--- src/rtl/calc1_req_timer.sv ---
// calc1_req_timer: counts WAIT cycles from zero while start is low; expire flags the last allowed cycle.
module calc1_req_timer #(
  parameter int CYCLES = 64
) (
  input  logic c_clk,
  input  logic reset,
  input  logic start,
  output logic expire
);
  localparam int W = CYCLES > 1 ? $clog2(CYCLES) : 1;
  logic [W-1:0] cnt;
  always_ff @(posedge c_clk or posedge reset)
    if (reset) cnt <= '0;
    else cnt <= start ? '0 : cnt + W'(1);
  assign expire = cnt == W'(CYCLES - 1);
endmodule

--- config.mk ---
export PLATFORM = sky130hd
export DESIGN_NAME = calc1_req_timer
export DESIGN_NICKNAME = d
export VERILOG_FILES = /design/src/rtl/calc1_req_timer.sv
export SDC_FILE = /design/constraint.sdc
export NUM_CORES = 1
export LEC_CHECK = 0
export BUFFER_PORTS_ARGS = -buffer_cell sky130_fd_sc_hd__buf_2
export CAP_MARGIN = 20
export CELL_PAD_IN_SITES_DETAIL_PLACEMENT = 0
export CELL_PAD_IN_SITES_GLOBAL_PLACEMENT = 1
export CORE_AREA = 2 2 39 41
export CTS_CLUSTER_SIZE = 25
export DETAILED_ROUTE_END_ITERATION = 6
export DIE_AREA = 0 0 41 43
export HOLD_SLACK_MARGIN = 0.03
export MAX_ROUTING_LAYER = met4
export PLACE_DENSITY = 0.47
export SETUP_SLACK_MARGIN = 0.5
export SLEW_MARGIN = 40
export SYNTH_ARGS = -nofsm -noshare
export SYNTH_HDL_FRONTEND = slang
export SYNTH_SLANG_ARGS = --single-unit
--- constraint.sdc ---
create_clock -name c_clk -period 3.9 [get_ports c_clk]
set_clock_uncertainty 0.2 [all_clocks]
set_input_delay 0.585 -clock c_clk [delete_from_list [all_inputs] [get_ports c_clk]]
set_output_delay 0.585 -clock c_clk [all_outputs]
set_load 0.02 [all_outputs]
* Word-level counts from Yosys, hierarchy flattened
Cells that the tools add are included.
** Word-level totals
- Register bits :: 6
- Input port bits :: 3
- Output and inout port bits :: 1
- Logic and storage cells :: 4
** Cells by class
- Add/sub/neg operators :: 1
- Equal/unequal tests :: 1
- Multiplexer cells :: 1
** Operators by type and width (number)
- adder 6 x 1 -> 6 bit, second input constant :: 1
- equality test 6 bit, second input constant :: 1
- 2-to-1 mux 6 bit :: 1

* Longest topological paths before layout
Gate-level depths: netlist of the first run.
- Depth in word-level cells :: 2
- Gate-level depth with buffers :: 4
- Gate-level depth less buffers :: 4

* Least setup slack after synthesis of the first run
No wires, ideal clock.
- Path kind :: register to output
- Start point :: register cnt[0]
- End point :: output expire
- Data arrival time :: 0.911 ns
- Data required time :: 3.115 ns
- Setup slack :: 2.204 ns
- Cell stages (with the launch flop) :: 4
- Path buffers :: 0
- Cells stage by stage :: dfrtp_1 ha_1 nand2_1 nor2_1
** On the way
- Longest elaborated chain between the ends :: 1
** Ends and longest elaborated chain
- start: declaration :: RTL line 11 : logic [W-1:0] cnt;
- start signal: assignment :: RTL line 14 : else cnt <= start ? '0 : cnt + W'(1);
- equality test 6 bit :: RTL line 15 : assign expire = cnt == W'(CYCLES - 1);
- end: declaration :: RTL line 8 : output logic expire
Every way passes these cells.

* Final worst setup path of the first run
Ends and elaborated chain as after synthesis.

==> results of run 1 <==
how the worst min path moves through the flow:
stage                 from      to  cells after the start
floorplan            reset  cnt[0]                      1
finish               reset  cnt[1]                      2
global route         reset  cnt[1]                      2
global placement    cnt[0]  cnt[0]                      1
CTS                  reset  cnt[1]                      2
detailed placement  cnt[0]  cnt[0]                      1
power by group through the flow:
stage / Clock (mW) / Combinational (mW) / Sequential (mW)
2_1_floorplan: 0 / 0.00475 / 0.0679
3_3_place_gp: 0 / 0.00728 / 0.0684
3_5_place_dp: 0 / 0.00737 / 0.0684
4_1_cts: 0.0610 / 0.00750 / 0.0675
5_1_grt: 0.0663 / 0.00913 / 0.0679
6_report: 0.0566 / 0.00723 / 0.0675
final cells by class:
| cell class | count | area [sq um] | area share |
|---|---|---|---|
| multi-input cells | 18 | 108 | 0.337 |
| clock buffers | 3 | 22.5 | 0.0706 |
| flip-flops and latches | 6 | 150 | 0.471 |
| inverters | 1 | 3.75 | 0.0118 |
| repair buffers | 3 | 15.0 | 0.0471 |
| well taps | 16 | 20.0 | 0.0627 |
kinds of logic after synthesis:
kind of cell / synth area share
AND/OR/NAND/NOR: 0.225
flip-flops: 0.574
XOR/XNOR: 0.100
AO/OA/AOI/OAI: 0.0382
buffers and inverters: 0.0143
adder cells (fa/ha/maj): 0.0478
critical path, delay by kind of cell, from the launching register on:
family / cells / cell delay, ns
adder cells (fa/ha/maj): 1 / 0.23
buffers and inverters: 1 / 0.16
flip-flops: 1 / 0.39
AND/OR/NAND/NOR: 2 / 0.15
routing by layer:
layer	global-route usage	vias up	wire [um]
li1	-	93	-
met1	0.124	83	236
met2	0.0781	5	195
met3	0.0314	0	34
met4	0.0600	0	0
met5	-	-	0
through the flow:
step                power (mW)  hold slack, ns  utilization
detailed placement      0.0758           0.282        0.214
CTS                      0.136          0.0470        0.231
global placement        0.0756           0.274        0.214
floorplan               0.0727           0.176            -
global route             0.143          0.0603        0.231
finish                   0.131          0.0489        0.231
cells in the final DEF (no fill, tap or decap), types with 2 or more instances in the layout:
| master | instances |
|---|---|
| dfrtp_1 | 6 |
| nor2_1 | 5 |
| clkbuf_4 | 3 |
| buf_2 | 3 |
| nand3_1 | 2 |
| xor2_1 | 2 |
| nand2_1 | 2 |
==> metrics.md, run 1 <==
| Metric | Value |
|---|---|
| Die area | `between 1500 and 2000 sq um` |
| Most common cell in the synthesized netlist | `dfrtp_1` |
| Share of the synthesized area in the top cell type | `0.574` |
| Drt total wl | `466 um` |
| FP Rows | `14` |
| Avg Inst Size Synth | `10.5 sq um` |
| Post-route DRC | `0` |
| Fin. Hold Viols | `0` |
| DR vias | `between 150 and 200` |
| DR pass1 iterations | `4` |
| Leak | `approximately 0.14 nW` |
| Largest net degree at the start of global routing | `7` |
| Setup crit start kind | `flop` |
| Path depth of the worst reg2reg path | `3` |
| Largest registers | `cnt x6` |
| ANT nets after route | `0` |
| Post-synthesis register bit count | `6` |
| Synth unique cells | `13` |
| Clk_lat worst skew | `0.24 ns` |
| Fin. max-slew vios | `0` |
| Vias in the first global route | `186` |
| Setup violators final | `0` |
| Slowest stage cell, crit path | `dfrtp_1` |
| Async SR Flop Fraction | `1.00` |
| CTS tree | `built` |
| Cell taking the most area after synthesis | `dfrtp_1` |
| Critical path arrival | `1.18 ns` |
| Clk pwr share | `0.431` |
| Register area share after synthesis | `0.574` |
| Final Critical Period | `1.96 ns` |
| Number of warnings issued by yosys | `0` |
| Max reg flops | `6` |
| Synth top area cells | `dfrtp_1 (57%), nor2_1 (7.2%), xor2_1 (6.7%)` |
| Worst r2r dst | `cnt[5]` |
| CTS Hold Bufs | `0` |
| Primary FF master, synth | `dfrtp_1` |
| Clock slew at reported path FFs | `0.05 ns` |
| Pre-CTS setup slack | `2.19 ns` |
| Critical path class | `reg -> out` |
| Initial antenna violation count | `0` |
| Net Sw Power | `0.0283 mW` |
| Worst R2R Start | `cnt[2]` |
| Port Buffer Count | `3` |
| Nets@finish | `37` |
| Initial Utilization | `0.189` |
| Power density over the cells | `around 410 nW/um^2` |
| Max IR drop VDD | `0.137 mV` |
| Num CTS Buffers | `3` |
| Status | `complete, no violations` |
| Clock sinks | `6` |
| Max incr delay on CP | `0.39 ns` |
| Chip width | `41 um` |
| Worst Max-Slew Pin Slew | `around 0.24 ns` |
| PostCTS Resize Cnt | `0` |
| Total track usage | `0.0807` |
| Setup TNS | `0 ns` |
| Overflow after GRT | `0` |
| First-pass GRT wire length | `~840 um` |
| Fin cells | `47` |
| Post-Syn Instances | `25` |
| Vias per inst | `roughly 3.9` |
| CP required | `~3.1 ns` |
| Final Worst Setup Slack | `1.94 ns` |
| Worst Setup SP | `cnt[0]` |
| WL/cell | `9.91 um` |
| Area growth, synth to finish | `22.0%` |
| Iteration-0 DRC Markers | `1` |
| Clk root buf | `clkbuf_4` |
| Final instance area | `319 sq um` |
| Rel. slew slack | `0.841` |
| Max Buffers Root-to-Sink | `2` |
| Max-cap violations | `0` |
| Crit share post-route | `0.503` |
| Die extent in y | `roughly 43 um` |
| RePlAce Congestion | `0.725` |
| Gate power share | `0.055` |
| Core area | `around 1400 sq um` |
| Post-DP Area | `297 sq um` |
| Unrepaired setup endpoints after global routing | `no` |
| Critical Path End Type | `output pin` |
| Min-Delay Path Class | `in -> async` |
| Htree depth | `1` |
| Count of boundary I/O pins | `4` |
| Worst R2R Setup Slack | `about 2.6 ns` |
| Top reg by flops | `cnt` |
| Synth top cells by count | `dfrtp_1 (6), nor2_1 (5), nand2_1 (2), nand3_1 (2), xor2_1 (2)` |
| DP Cell Count | `44` |
| Crit path max fanout | `3` |
| Switching share of power | `0.215` |
| Share of layout cells above drive strength 1 | `0.226` |
| Power Internal | `0.103 mW` |
| N_diodes | `0` |
| Post-synth EDFFs | `0` |
| Worst path cell trace | `ha_1 > nand2_1 > nor2_1 > buf_2` |
| Fillers | `around 160` |
| Setup bufs post-CTS | `0` |
| Worst setup path end | `expire` |
| Mapped Area | `262 sq um` |
| Seq pwr share | `0.514` |
| FMAX | `0.510 GHz` |
| Syn_nets | `29` |
No activity file was read; power rests on OpenSTA's default activity.
==> run 2, diff against run 1 <==
==> constraint.sdc (replaced) <==
create_clock -name c_clk -period 1.9 [get_ports c_clk]
set_clock_uncertainty 0.2 [all_clocks]
set_input_delay 0.285 -clock c_clk [delete_from_list [all_inputs] [get_ports c_clk]]
set_output_delay 0.285 -clock c_clk [all_outputs]
set_load 0.02 [all_outputs]
==> metrics.md, run 2 (same netlist as run 1, synthesis figures left out) <==
| Metric | Value |
|---|---|
| DR vias | `197` |
| Unrepaired setup endpoints after global routing | `yes` |
| Worst path bufs/invs | `1` |
| Core area | `~1400 sq um` |
| Chip width | `41 um` |
| Slowest stage cell, crit path | `dfrtp_1` |
| ANT nets after route | `0` |
| Fin cells | `52` |
| Count of boundary I/O pins | `4` |
| Worst path cell trace | `ha_2 > nand2_1 > nor2_1 > buf_4` |
| Status | `complete, no violations` |
| N_diodes | `0` |
| FP Rows | `14` |
| Rel. slew slack | `0.842` |
| DP Wirelength | `~310 um` |
| Max-cap violations | `0` |
| WL/cell | `8.67 um` |
| Top reg by flops | `cnt` |
| Min-Delay Path Class | `in -> reg` |
| Setup crit start kind | `flop` |
| Fin. Hold Viols | `0` |
| Initial antenna violation count | `0` |
| Htree depth | `1` |
| Critical Path End Type | `output pin` |
| First-pass GRT wire length | `862 um` |
| Max Buffers Root-to-Sink | `2` |
| Hold depth | `2` |
| Die area | `1760 sq um` |
| Critical path class | `reg -> out` |
| Most frequent cells in the layout | `dfrtp_1 (6), nor2_1 (5), buf_4 (5), clkbuf_4 (3)` |
| DR pass1 iterations | `2` |
| Clk root buf | `clkbuf_4` |
| RePlAce Congestion | `just under 0.7` |
| Largest net degree at the start of global routing | `7` |
| Port Buffer Count | `3` |
| Clock slew at reported path FFs | `approximately 0.040 ns` |
| Hold path endpoint | `cnt[2]` |
| Share of layout cells above drive strength 1 | `0.333` |
| Num CTS Buffers | `3` |
| Nets@finish | `between 40 and 50` |
| Final instance area | `roughly 360 sq um` |
| Setup TNS | `0 ns` |
| Top Family by Delay on Critical Path | `flip-flops` |
| Area growth, synth to finish | `39.2%` |
| Final Critical Period | `1.54 ns` |
| Max reg flops | `6` |
| Area of the multi-input gates | `110 sq um` |
| Max IR drop VDD | `0.286 mV` |
| Iteration-0 DRC Markers | `1` |
| DP Cell Count | `44` |
| Utilization after layout | `0.263` |
| Worst r2r dst | `cnt[4]` |
| Pwr Total | `0.277 mW` |
| Worst R2R Setup Slack | `roughly 0.49 ns` |
| Vias in the first global route | `197` |
| Critical path arrival | `1.05 ns` |
| Fillers | `143` |
| CP required | `between 1 and 1.5 ns` |
| WHS | `around 0.077 ns` |
| Most common cell after layout, fill and taps aside | `dfrtp_1` |
| Worst R2R Start | `cnt[0]` |
| Overflow after GRT | `0` |
| Largest registers | `cnt x6` |
| FMAX | `roughly 0.65 GHz` |
| Worst Max-Slew Pin Slew | `0.237 ns` |
| Fin. max-slew vios | `0` |
| Post-DP Area | `297 sq um` |
| Crit share post-route | `0.810` |
| Setup violators final | `0` |
| Die extent in y | `43 um` |
| Pre-CTS setup slack | `0.487 ns` |
| Vias per inst | `3.79` |
| Power density over the cells | `760 nW/um^2` |
| Clock sinks | `6` |
| Leak | `about 0.17 nW` |
| Total track usage | `0.0768` |
| Max incr delay on CP | `0.35 ns` |
| CTS tree | `built` |
| Seq. cell area | `150 sq um` |
| Post-route DRC | `0` |
| Initial Utilization | `0.189` |
| Path depth of the worst reg2reg path | `6` |
| Hold Startpoint | `start` |
| Final Worst Setup Slack | `about 0.36 ns` |
| Clk_lat worst skew | `0.24 ns` |
| Crit path max fanout | `2` |
| Drt total wl | `451 um` |
[run 2: cell types whose count changed in the layout (fill, tap and decap cells not counted), sizes merged]
cell and change:
buf +4, dlygate4sd3 +1
[run 2: repair_timing]
item	CTS	global route
gates resized for setup	2	0
pin swaps	2	1
setup endpoints to repair	1	1
endpoints found under the hold margin	6	0
hold buffers	1	0
buffers inserted	3	1
[run 2: worst max-delay path by stage]
stage / startpoint / slack [ns] / depth (start not counted) / endpoint
floorplan: cnt[0] / 0.50 / 3 / expire
global placement: cnt[0] / 0.49 / 4 / expire
detailed placement: cnt[0] / 0.49 / 4 / expire
CTS: cnt[0] / 0.35 / 4 / expire
global route: cnt[0] / 0.27 / 4 / expire
finish: cnt[0] / 0.36 / 4 / expire
[run 2: area by class of cell]
cell class	count	share of cell area
Sequential cell	6	0.412
Multi-Input combinational cell	18	0.302
Clock buffer	3	0.0619
Timing Repair Buffer	8	0.158
Tap cell	16	0.0550
Inverter	1	0.0103
[run 2: per-layer routing]
metal	global-route usage	up-vias	share of wire
met5	-	-	0
met1	0.116	89	0.49
met2	0.0844	3	0.46
met4	0.0400	0	0
li1	-	105	-
met3	0.0314	0	0.047
[run 2: power breakdown]
part / switching, mW / internal [mW]
Combinational: 0.0109 / 0.0150
Sequential: 0.00405 / 0.133
Clock: 0.0422 / 0.0712
==> run 3, diff against run 2 <==
--- a/config.mk
+++ b/config.mk
@@ -15,7 +15,7 @@
 export DIE_AREA = 0 0 41 43
 export HOLD_SLACK_MARGIN = 0.03
 export MAX_ROUTING_LAYER = met4
-export PLACE_DENSITY = 0.47
+export PLACE_DENSITY = 0.48
 export SETUP_SLACK_MARGIN = 0.5
 export SLEW_MARGIN = 40
 export SYNTH_ARGS = -nofsm -noshare
==> constraint.sdc (replaced) <==
create_clock -name c_clk -period 1.32 [get_ports c_clk]
set_clock_uncertainty 0.2 [all_clocks]
set_input_delay 0.198 -clock c_clk [delete_from_list [all_inputs] [get_ports c_clk]]
set_output_delay 0.198 -clock c_clk [all_outputs]
set_load 0.02 [all_outputs]
==> metrics.md, run 3 (same netlist as run 1, synthesis figures left out) <==
| Metric | Value |
|---|---|
| Status | `finished with violations` |
| Failing checks | `hold timing, setup timing` |
| Rel. slew slack | `0.847` |
| FP Rows | `14` |
| Crit share post-route | `1.08` |
| Setup TNS | `-0.272 ns` |
| FMAX | `about 0.70 GHz` |
| Setup crit start kind | `flop` |
| Worst Setup SP | `cnt[0]` |
| WL/cell | `9.89 um` |
| Max incr delay on CP | `~0.4 ns` |
| Final Worst Setup Slack | `-0.112 ns` |
| Count of boundary I/O pins | `4` |
| Fin. max-slew vios | `0` |
| CP required | `0.92 ns` |
| Net Sw Power | `0.0897 mW` |
| Fin cells | `53` |
| Critical path class | `reg -> out` |
| Fin. Hold Viols | `6` |
| N_diodes | `0` |
| Top reg by flops | `cnt` |
| DP Wirelength | `332 um` |
| Gate power share | `0.115` |
| Vias in the first global route | `between 200 and 250` |
| Max reg flops | `6` |
| Overflow after GRT | `0` |
| ANT nets after route | `0` |
| Pre-CTS setup slack | `around 0.023 ns` |
| Max IR drop VDD | `approximately 0.40 mV` |
| Total track usage | `0.0882` |
| Clock slew at reported path FFs | `0.05 ns` |
| Clk root buf | `clkbuf_4` |
| WHS | `-0.339 ns` |
| DR vias | `205` |
| Share of layout cells above drive strength 1 | `0.568` |
| Vias per inst | `3.87` |
| Seq pwr share | `0.489` |
| Fillers | `151` |
| Most frequent cells in the layout | `dfrtp_1 (5), buf_4 (5), nor2_1 (4), clkbuf_4 (3)` |
| Min-Delay Path Class | `in -> async` |
| Port Buffer Count | `3` |
| Chip width | `41 um` |
| Post-route DRC | `0` |
| Power Internal | `~0.32 mW` |
| Drt total wl | `approximately 520 um` |
| Worst path cell trace | `ha_4 > nand2_4 > nor2_4 > buf_6` |
| Setup violators final | `4` |
| Iteration-0 DRC Markers | `2` |
| Largest net degree at the start of global routing | `7` |
| CTS tree | `built` |
| Leak | `0.195 nW` |
| Die extent in y | `43 um` |
| Worst path bufs/invs | `1` |
| Final Critical Period | `around 1.4 ns` |
| DP Cell Count | `44` |
| RePlAce Congestion | `0.638` |
| Initial antenna violation count | `0` |
| Core area | `about 1400 sq um` |
| Die area | `1760 sq um` |
| Area growth, synth to finish | `62.2%` |
| Power density over the cells | `approximately 970 nW/um^2` |
| Switching share of power | `0.217` |
| Max Buffers Root-to-Sink | `2` |
| Nets@finish | `43` |
| DR pass1 iterations | `3` |
| Num CTS Buffers | `3` |
| Max-cap violations | `0` |
| Largest registers | `cnt x6` |
| Top Family by Delay on Critical Path | `flip-flops` |
| Worst Max-Slew Pin Slew | `roughly 0.23 ns` |
| Clock sinks | `6` |
| Worst R2R Start | `cnt[0]` |
| First-pass GRT wire length | `966 um` |
| Htree depth | `1` |
| Crit path max fanout | `2` |
| Initial Utilization | `0.189` |
| Unrepaired setup endpoints after global routing | `yes` |
| Clk_lat worst skew | `around 0.24 ns` |
| Critical Path End Type | `output pin` |
| Critical path arrival | `between 1 and 1.5 ns` |
| Clk pwr share | `0.396` |
| Slowest stage cell, crit path | `dfrtp_1` |
-- run 3: changes by cell type in the layout (fill, tap and decap cells not counted), sizes merged --
cell and change:
dlygate4sd3 -1, buf +2
-- run 3: worst reg2reg max path, cell delays in order (launching register included) --
cell     delay [ns]
dfrtp_1        0.40
ha_4           0.18
buf_4          0.13
buf_6          0.11
nand3_2        0.05
xor2_1         0.15
nor2_1         0.06
-- run 3: what timing repair did --
item,CTS,global route
cloned,0,0
setup endpoints to repair,6,7
buffers inserted,3,3
pin swaps,1,1
endpoints found under the hold margin,12,8
gates resized for setup,4,6
-- run 3: layout make-up --
| class | count | area [sq um] | area share |
|---|---|---|---|
| multi-input cells | 18 | 156 | 0.369 |
| flip-flops and latches | 6 | 151 | 0.357 |
| repair buffers | 9 | 70.1 | 0.165 |
| clock buffers | 3 | 22.5 | 0.0531 |
| well taps | 16 | 20.0 | 0.0472 |
| inverters | 1 | 3.75 | 0.00885 |
-- run 3: power by group through the flow --
stage / registers, mW / logic, mW / clock network (mW)
after floorplan: 0.201 / 0.0149 / 0
after global placement: 0.202 / 0.0226 / 0
after detailed placement: 0.203 / 0.0225 / 0
after CTS: 0.201 / 0.0369 / 0.175
after global routing: 0.203 / 0.0534 / 0.184
final: 0.202 / 0.0475 / 0.164
-- run 3: final timing paths --
check | slack [ns] | end | cells past startpoint
max | -0.11 | expire | 4
min | -0.34 | cnt[1] | 2
max reg2reg | -0.08 | cnt[4] | 6
min reg2reg | 0.38 | cnt[5] | 2
max in group asynchronous | 1.05 | cnt[2] | 2
min in group c_clk | 0.01 | cnt[1] | 2
-- run 3: layer usage --
metal | global-route usage | share of wire | vias to the layer above
met2 | 0.113 | 0.50 | 3
met4 | 0.0600 | 0 | 0
met1 | 0.112 | 0.47 | 97
met3 | 0.0314 | 0.025 | 0
li1 | - | - | 105
met5 | - | 0 | -
-- run 3: per-stage QoR --
| step | cell area (sq um) | power (mW) | utilization |
|---|---|---|---|
| finish | 424 | 0.413 | 0.307 |
| global route | 424 | 0.441 | 0.307 |
| CTS | 375 | 0.413 | 0.271 |
| detailed placement | 309 | 0.225 | 0.223 |
| global placement | 309 | 0.225 | 0.223 |
| floorplan | 274 | 0.216 | - |
